[config.mk]
export PLATFORM = sky130hd
export DESIGN_NAME = except_ctrl
export DESIGN_NICKNAME = d
export VERILOG_FILES = /design/src/rtl/except_ctrl_pkg.sv /design/src/rtl/except_prio.sv /design/src/rtl/except_ctrl.sv
export SDC_FILE = /design/constraint.sdc
export NUM_CORES = 1
export LEC_CHECK = 0
export CAP_MARGIN = 5
export CORE_MARGIN = 2
export CORE_UTILIZATION = 40
export CTS_CLUSTER_SIZE = 25
export DETAILED_ROUTE_END_ITERATION = 8
export PLACE_DENSITY = 0.83
export SETUP_SLACK_MARGIN = 0.5
export SLEW_MARGIN = 20
export SYNTH_ARGS = -nofsm -noshare
export SYNTH_HDL_FRONTEND = slang
export SYNTH_SLANG_ARGS = --single-unit
[constraint.sdc]
create_clock -name clk -period 7.5 [get_ports clk]
set_input_delay 1.5 -clock clk [delete_from_list [all_inputs] [get_ports clk]]
set_output_delay 1.5 -clock clk [all_outputs]
set_load 0.01 [all_outputs]
[src/rtl/except_ctrl_pkg.sv]
// Shared ExcCodes, FSM encodings and cause-flag layout for the M-stage
// exception controller.
package except_ctrl_pkg;

  localparam logic [4:0] EXC_INT  = 5'h00;
  localparam logic [4:0] EXC_ADEL = 5'h04;
  localparam logic [4:0] EXC_ADES = 5'h05;
  localparam logic [4:0] EXC_SYS  = 5'h08;
  localparam logic [4:0] EXC_BP   = 5'h09;
  localparam logic [4:0] EXC_RI   = 5'h0a;
  localparam logic [4:0] EXC_OV   = 5'h0c;
  localparam logic [4:0] EXC_ERET = 5'h0e;

  localparam logic [1:0] IDLE   = 2'd0;
  localparam logic [1:0] HOLD   = 2'd1;
  localparam logic [1:0] COMMIT = 2'd2;

  localparam logic [31:0] EXCEPT_PC = 32'hBFC00380;

  typedef enum logic [1:0] {
    BAD_NONE,
    BAD_PC,
    BAD_DATA
  } bad_sel_e;

  // Declared highest priority first.
  typedef struct packed {
    logic intr;
    logic adel_pc;
    logic ri;
    logic ov;
    logic sys;
    logic bp;
    logic adel_data;
    logic ades;
    logic eret;
  } cause_flags_t;

endpackage

[src/rtl/except_prio.sv]
// Combinational priority encoder: picks the architecturally highest cause
// and tells the controller where BadVAddr comes from.
module except_prio
  import except_ctrl_pkg::*;
(
  input  cause_flags_t flags,
  output logic         hit,
  output logic [4:0]   code,
  output bad_sel_e     bad_sel
);

  always_comb begin
    hit     = 1'b1;
    code    = EXC_INT;
    bad_sel = BAD_NONE;
    if (flags.intr) begin
      code = EXC_INT;
    end else if (flags.adel_pc) begin
      code    = EXC_ADEL;
      bad_sel = BAD_PC;
    end else if (flags.ri) begin
      code = EXC_RI;
    end else if (flags.ov) begin
      code = EXC_OV;
    end else if (flags.sys) begin
      code = EXC_SYS;
    end else if (flags.bp) begin
      code = EXC_BP;
    end else if (flags.adel_data) begin
      code    = EXC_ADEL;
      bad_sel = BAD_DATA;
    end else if (flags.ades) begin
      code    = EXC_ADES;
      bad_sel = BAD_DATA;
    end else if (flags.eret) begin
      code = EXC_ERET;
    end else begin
      hit = 1'b0;
    end
  end

endmodule

[src/rtl/except_ctrl.sv]
// M-stage exception/interrupt controller: synchronises interrupts, captures
// the winning cause and issues a single-cycle flush once memory is free.
module except_ctrl
  import except_ctrl_pkg::*;
#(
  parameter int                HW_INT_W   = 6,
  parameter int                ADDR_W     = 32,
  parameter logic [ADDR_W-1:0] EXC_VECTOR = EXCEPT_PC
) (
  input  logic                clk,
  input  logic                resetn,
  input  logic [HW_INT_W-1:0] ext_int,
  input  logic [31:0]         cp0_status,
  input  logic [31:0]         cp0_cause,
  input  logic [ADDR_W-1:0]   cp0_epc,
  input  logic                validM,
  input  logic                stallM,
  input  logic [ADDR_W-1:0]   pcM,
  input  logic [ADDR_W-1:0]   data_addrM,
  input  logic                is_in_delayslotM,
  input  logic                is_AdEL_pcM,
  input  logic                is_invalidM,
  input  logic                is_overflowM,
  input  logic                is_syscallM,
  input  logic                is_breakM,
  input  logic                is_AdEL_dataM,
  input  logic                is_AdES_dataM,
  input  logic                is_eretM,
  output logic                except_hitM,
  output logic                flush,
  output logic [ADDR_W-1:0]   except_pc,
  output logic [4:0]          except_code,
  output logic                cp0_exc_we,
  output logic                eret,
  output logic [ADDR_W-1:0]   epc_o,
  output logic                is_bd_o,
  output logic                badvaddr_we,
  output logic [ADDR_W-1:0]   badvaddr_o
);

  logic [HW_INT_W-1:0] int_sync;
  logic [HW_INT_W+1:0] int_pend;
  logic                int_take;
  cause_flags_t        flags;
  logic                prio_hit;
  logic [4:0]          prio_code;
  bad_sel_e            prio_bad_sel;

  logic [1:0]        state_reg, state_next;
  logic              capture;
  logic [4:0]        code_reg;
  logic [ADDR_W-1:0] epc_reg, bad_reg, target_reg;
  logic              bd_reg, bad_we_reg, is_eret_reg;

  for (genvar gi = 0; gi < HW_INT_W; gi++) begin : g_sync
    logic meta_reg, sync_reg;
    always_ff @(posedge clk) begin
      if (!resetn) begin
        meta_reg <= 1'b0;
        sync_reg <= 1'b0;
      end else begin
        meta_reg <= ext_int[gi];
        sync_reg <= meta_reg;
      end
    end
    assign int_sync[gi] = sync_reg;
  end

  // Software IP bits sit below the hardware lines, matching the IM layout.
  assign int_pend = cp0_status[8+HW_INT_W+1:8] & {int_sync, cp0_cause[9:8]};
  assign int_take = (|int_pend) && cp0_status[0] && !cp0_status[1];

  always_comb begin
    flags = '0;
    if (validM) begin
      flags.intr      = int_take;
      flags.adel_pc   = is_AdEL_pcM;
      flags.ri        = is_invalidM;
      flags.ov        = is_overflowM;
      flags.sys       = is_syscallM;
      flags.bp        = is_breakM;
      flags.adel_data = is_AdEL_dataM;
      flags.ades      = is_AdES_dataM;
      flags.eret      = is_eretM;
    end
  end

  except_prio u_prio (
    .flags   (flags),
    .hit     (prio_hit),
    .code    (prio_code),
    .bad_sel (prio_bad_sel)
  );

  always_comb begin
    state_next = state_reg;
    capture    = 1'b0;
    case (state_reg)
      IDLE: begin
        if (prio_hit) begin
          capture    = 1'b1;
          state_next = stallM ? HOLD : COMMIT;
        end
      end
      HOLD:    if (!stallM) state_next = COMMIT;
      COMMIT:  state_next = IDLE;
      default: state_next = IDLE;
    endcase
  end

  always_ff @(posedge clk) begin
    if (!resetn) begin
      state_reg   <= IDLE;
      code_reg    <= '0;
      epc_reg     <= '0;
      bad_reg     <= '0;
      target_reg  <= '0;
      bd_reg      <= 1'b0;
      bad_we_reg  <= 1'b0;
      is_eret_reg <= 1'b0;
    end else begin
      state_reg <= state_next;
      if (capture) begin
        code_reg    <= prio_code;
        epc_reg     <= is_in_delayslotM ? pcM - ADDR_W'(4) : pcM;
        bd_reg      <= is_in_delayslotM;
        bad_we_reg  <= (prio_bad_sel != BAD_NONE);
        is_eret_reg <= (prio_code == EXC_ERET);
        target_reg  <= (prio_code == EXC_ERET) ? cp0_epc : EXC_VECTOR;
        case (prio_bad_sel)
          BAD_PC:   bad_reg <= pcM;
          BAD_DATA: bad_reg <= data_addrM;
          default:  bad_reg <= bad_reg;
        endcase
      end
    end
  end

  // The commit cycle belongs to an already-reported exception.
  assign except_hitM = prio_hit && (state_reg != COMMIT);
  assign flush       = (state_reg == COMMIT);
  assign cp0_exc_we  = flush && !is_eret_reg;
  assign eret        = flush && is_eret_reg;
  assign badvaddr_we = flush && bad_we_reg;
  assign except_pc   = target_reg;
  assign except_code = code_reg;
  assign epc_o       = epc_reg;
  assign is_bd_o     = bd_reg;
  assign badvaddr_o  = bad_reg;

  logic unused_ok;
  assign unused_ok = &{1'b0, cp0_status[31:HW_INT_W+10], cp0_status[7:2],
                       cp0_cause[31:10], cp0_cause[7:0]};

endmodule

==> impl_metrics.env <==
export IMPL_antenna_found_initial=0
export IMPL_yosys_warnings=0
export IMPL_p_clk_frac=0.454
export IMPL_setup_viol=0
export IMPL_crit_chain="clkdlybuf4s50_1 > nand2_1 > nor2_1 > nand2_1 > a31oi_1 > clkdlybuf4s50_1"
export IMPL_r2r_end="badvaddr_o[4]$_SDFFE_PN0P_"
export IMPL_holdPathStages=1
export IMPL_cts_sinks=117
export IMPL_wl_met1_um=6608
export IMPL_internal_power_w=0.001402
export IMPL_drc=0
export IMPL_finalHoldViolations=0
export IMPL_wl_met3_um=1354
export IMPL_slew_limit_headroom=0.2811
export IMPL_end_kind="primary output"
export IMPL_fin_nets=916
export IMPL_critPathMaxFanout=10
export IMPL_cts_root_buf="clkbuf_16"
export IMPL_hold_buffers=0
export IMPL_dieArea_sq_mm=0.01379
export IMPL_cts_resized=0
export IMPL_combPwrFrac=0.174
export IMPL_p_leak_nw=3.013
export IMPL_synth_area_top_cells="dfxtp_1, o221a_1, mux2i_1"
export IMPL_ys_flop_type="dfxtp_1"
export IMPL_hold_path_startpoint="g_sync[5].meta_reg$_SDFF_PN0_"
export IMPL_overflow=0
export IMPL_crit_slowest_cell="clkdlybuf4s50_1"
export IMPL_port_buffers=232
export IMPL_switchingPower_w=0.0004455
export IMPL_ios=286
export IMPL_max_stage_delay_ns=0.66
export IMPL_top_layer_used="met4"
export IMPL_clk_pin_slew_worst_paths_ns=0.05
export IMPL_skew_ns=0.01201
export IMPL_viasPerCell=5.549
export IMPL_firstDrtPassIters=5
export IMPL_r2r_slack_ns=4.44
export IMPL_numCtsBuffers=17
export IMPL_drv_slew=0
export IMPL_synth_cell_types=51
export IMPL_ys_async_sr_fraction=0
export IMPL_grt_max_degree=90
export IMPL_path_class="in -> out"
export IMPL_fmax_ghz=0.1960
export IMPL_cp_start_kind="input port"
export IMPL_hold_slack_ns=0.4317
export IMPL_routabilityCongestion=0.8424
export IMPL_power_density_mw_per_mm2=227.4
export IMPL_tightestPinTransition_ns=1.078
export IMPL_synth_area_sq_mm=0.005145
export IMPL_synth_cells=525
export IMPL_ys_seq_elements=117
export IMPL_clk_path_buf_depth=2
export IMPL_crit_family="buffers and inverters"
export IMPL_antenna_left=0
export IMPL_outcome="complete, no violations"
export IMPL_setup_tns_ns=0
export IMPL_rr_worst_depth=9
export IMPL_hold_end="g_sync[5].sync_reg$_SDFF_PN0_"
export IMPL_synth_largest_area_cell="dfxtp_1"
export IMPL_insertedDiodeCount=0
export IMPL_initial_core_util=0.4094
export IMPL_path_buf_inv=2
export IMPL_dpl_worst_slack_ns=2.480
export IMPL_drt_wl_total_um=16690
export IMPL_crit_arrival_ns=3.60
export IMPL_placement_rows=41
export IMPL_synth_edf_count=0
export IMPL_cts_setup_buffers=0
export IMPL_htree_levels=4
export IMPL_hold_class="reg -> reg"
export IMPL_finalCritPeriodShare=0.6803
export IMPL_die_width_um=117.4
export IMPL_die_h_um=117.4
export IMPL_met2_length_um=8372
export IMPL_hpwl_um=11480
export IMPL_synth_top_cell_area_share=0.4553
export IMPL_required_ns=6.00
export IMPL_grt_use_total=0.2411
export IMPL_drive_gt1_frac=0.07651
export IMPL_maxCapViolCount=0
export IMPL_p_total_w=0.001848
export IMPL_wire_per_inst_um=18.21
export IMPL_postSynthAreaPerCell_sq_um=9.800
export IMPL_fin_ws_ns=2.397
export IMPL_cts_tree="done"
export IMPL_swShare=0.2411
export IMPL_coreArea_sq_mm=0.01257
export IMPL_p_seq_frac=0.372
export IMPL_syn_nets=707
export IMPL_first_global_vias=5144
export IMPL_synth_seq_area_share=0.4553
export IMPL_grt_pass1_wl_um=26680
export IMPL_drt_iter0_markers=350
export IMPL_finalCriticalPeriod_ns=5.103
export IMPL_vias=5088
export IMPL_rsz0062_at_grt="false"
export IMPL_synthToLayoutAreaGrowth_pct=57.95
export IMPL_vdd_drop_max_uv=130.0
export IMPL_crit_reg2reg_launch="g_sync[5].sync_reg$_SDFF_PN0_"
export IMPL_clk_latency_ns=0.42
cell families after synthesis:
logic type               count (synthesis)  synth area share
buffers and inverters                   51           0.04572
XOR/XNOR                                26           0.04426
AND/OR/NAND/NOR                        162            0.1632
flip-flops                             117            0.4553
multiplexers                            30           0.05837
adder cells (fa/ha/maj)                  3          0.007296
AO/OA/AOI/OAI                          135            0.2252
other                                    1         0.0007289
worst reg2reg max path, delay by kind of cell, from the launching register on:
| family | cells | cell delay, ns |
|---|---|---|
| adder cells (fa/ha/maj) | 1 | 0.90 |
| AND/OR/NAND/NOR | 4 | 0.85 |
| flip-flops | 1 | 0.30 |
| buffers and inverters | 1 | 0.09 |
| multiplexers | 1 | 0.35 |
| AO/OA/AOI/OAI | 2 | 0.47 |
worst max path at each step:
stage / start / to / slack [ns] / depth (start not counted)
final: validM / except_hitM / 2.40 / 6
after floorplan: validM / except_hitM / 3.62 / 5
after detailed placement: validM / except_hitM / 2.48 / 6
after CTS: validM / except_hitM / 2.46 / 6
after global routing: validM / except_hitM / 2.21 / 6
after global placement: validM / except_hitM / 2.55 / 6
routing by layer:
metal / track usage / vias to the layer above
met5: 0 / -
met3: 0.08366 / 29
met4: 0.09639 / 0
met1: 0.2703 / 2445
li1: - / 2370
met2: 0.4185 / 244
power by group through the flow:
stage               sequential (W)  clock [W]  combinational [W]
detailed placement        0.000699          0           0.000319
floorplan                 0.000715          0           0.000118
CTS                       0.000687   0.000852           0.000321
finish                    0.000688   0.000839           0.000321
global route              0.000692   0.000882           0.000342
global placement          0.000698          0           0.000311
layout make-up:
cell class	count	area, sq um
clock inverter	8	122.6
tap	172	215.2
timing repair buffer	235	2340
inverter	6	22.52
clock buffer	22	494.2
sequential	117	2342
multi-input combinational	357	2590
fill	968	4442
cell usage after synthesis, types with 2 or more instances:
library cell	number
dfxtp_1	117
nand2_1	66
clkbuf_1	34
mux2i_1	30
o221a_1	30
nor2_1	21
a22o_1	20
a21oi_1	19
xor2_1	18
o21ai_0	16
o221a_2	15
and2_1	14
nand3_1	14
o211a_1	13
xnor2_1	8
nand4_1	7
nor4_1	7
inv_1	6
nor3_1	6
buf_6	5
a21boi_0	4
a22oi_1	4
nand4b_1	4
or4_1	4
and4b_1	3
buf_1	3
ha_1	3
o211ai_1	3
a211oi_1	2
a31oi_1	2
a32oi_1	2
buf_2	2
nand2b_1	2
nor2b_1	2
nor4b_1	2
or3_1	2
cells in the final DEF, fill, tap and decap left out, drive strengths merged, types with 6 or more instances in the layout:
| cell type | netlist | layout |
|---|---|---|
| dfxtp | 117 | 117 |
| nand4 | 7 | 7 |
| xor2 | 18 | 18 |
| and2 | 15 | 15 |
| inv | 6 | 6 |
| o211a | 13 | 13 |
| nand2 | 66 | 66 |
| clkdlybuf4s50 | 0 | 231 |
| a21oi | 19 | 19 |
| nor3 | 6 | 6 |
| nand3 | 14 | 14 |
| mux2i | 30 | 30 |
| o221a | 45 | 45 |
| nor2 | 21 | 21 |
| clkbuf | 34 | 22 |
| nor4 | 7 | 7 |
| a22o | 20 | 20 |
| xnor2 | 8 | 8 |
| o21ai | 16 | 16 |
through the flow:
step | utilization | instances | cell area, sq um
floorplan | - | 525 | 5145
finish | 0.6466 | 917 | 8127
global route | 0.6466 | 917 | 8127
global placement | 0.5971 | 887 | 7505
CTS | 0.6464 | 917 | 8124
detailed placement | 0.5973 | 887 | 7507
Note: power is estimated with default switching activity, not from simulation.
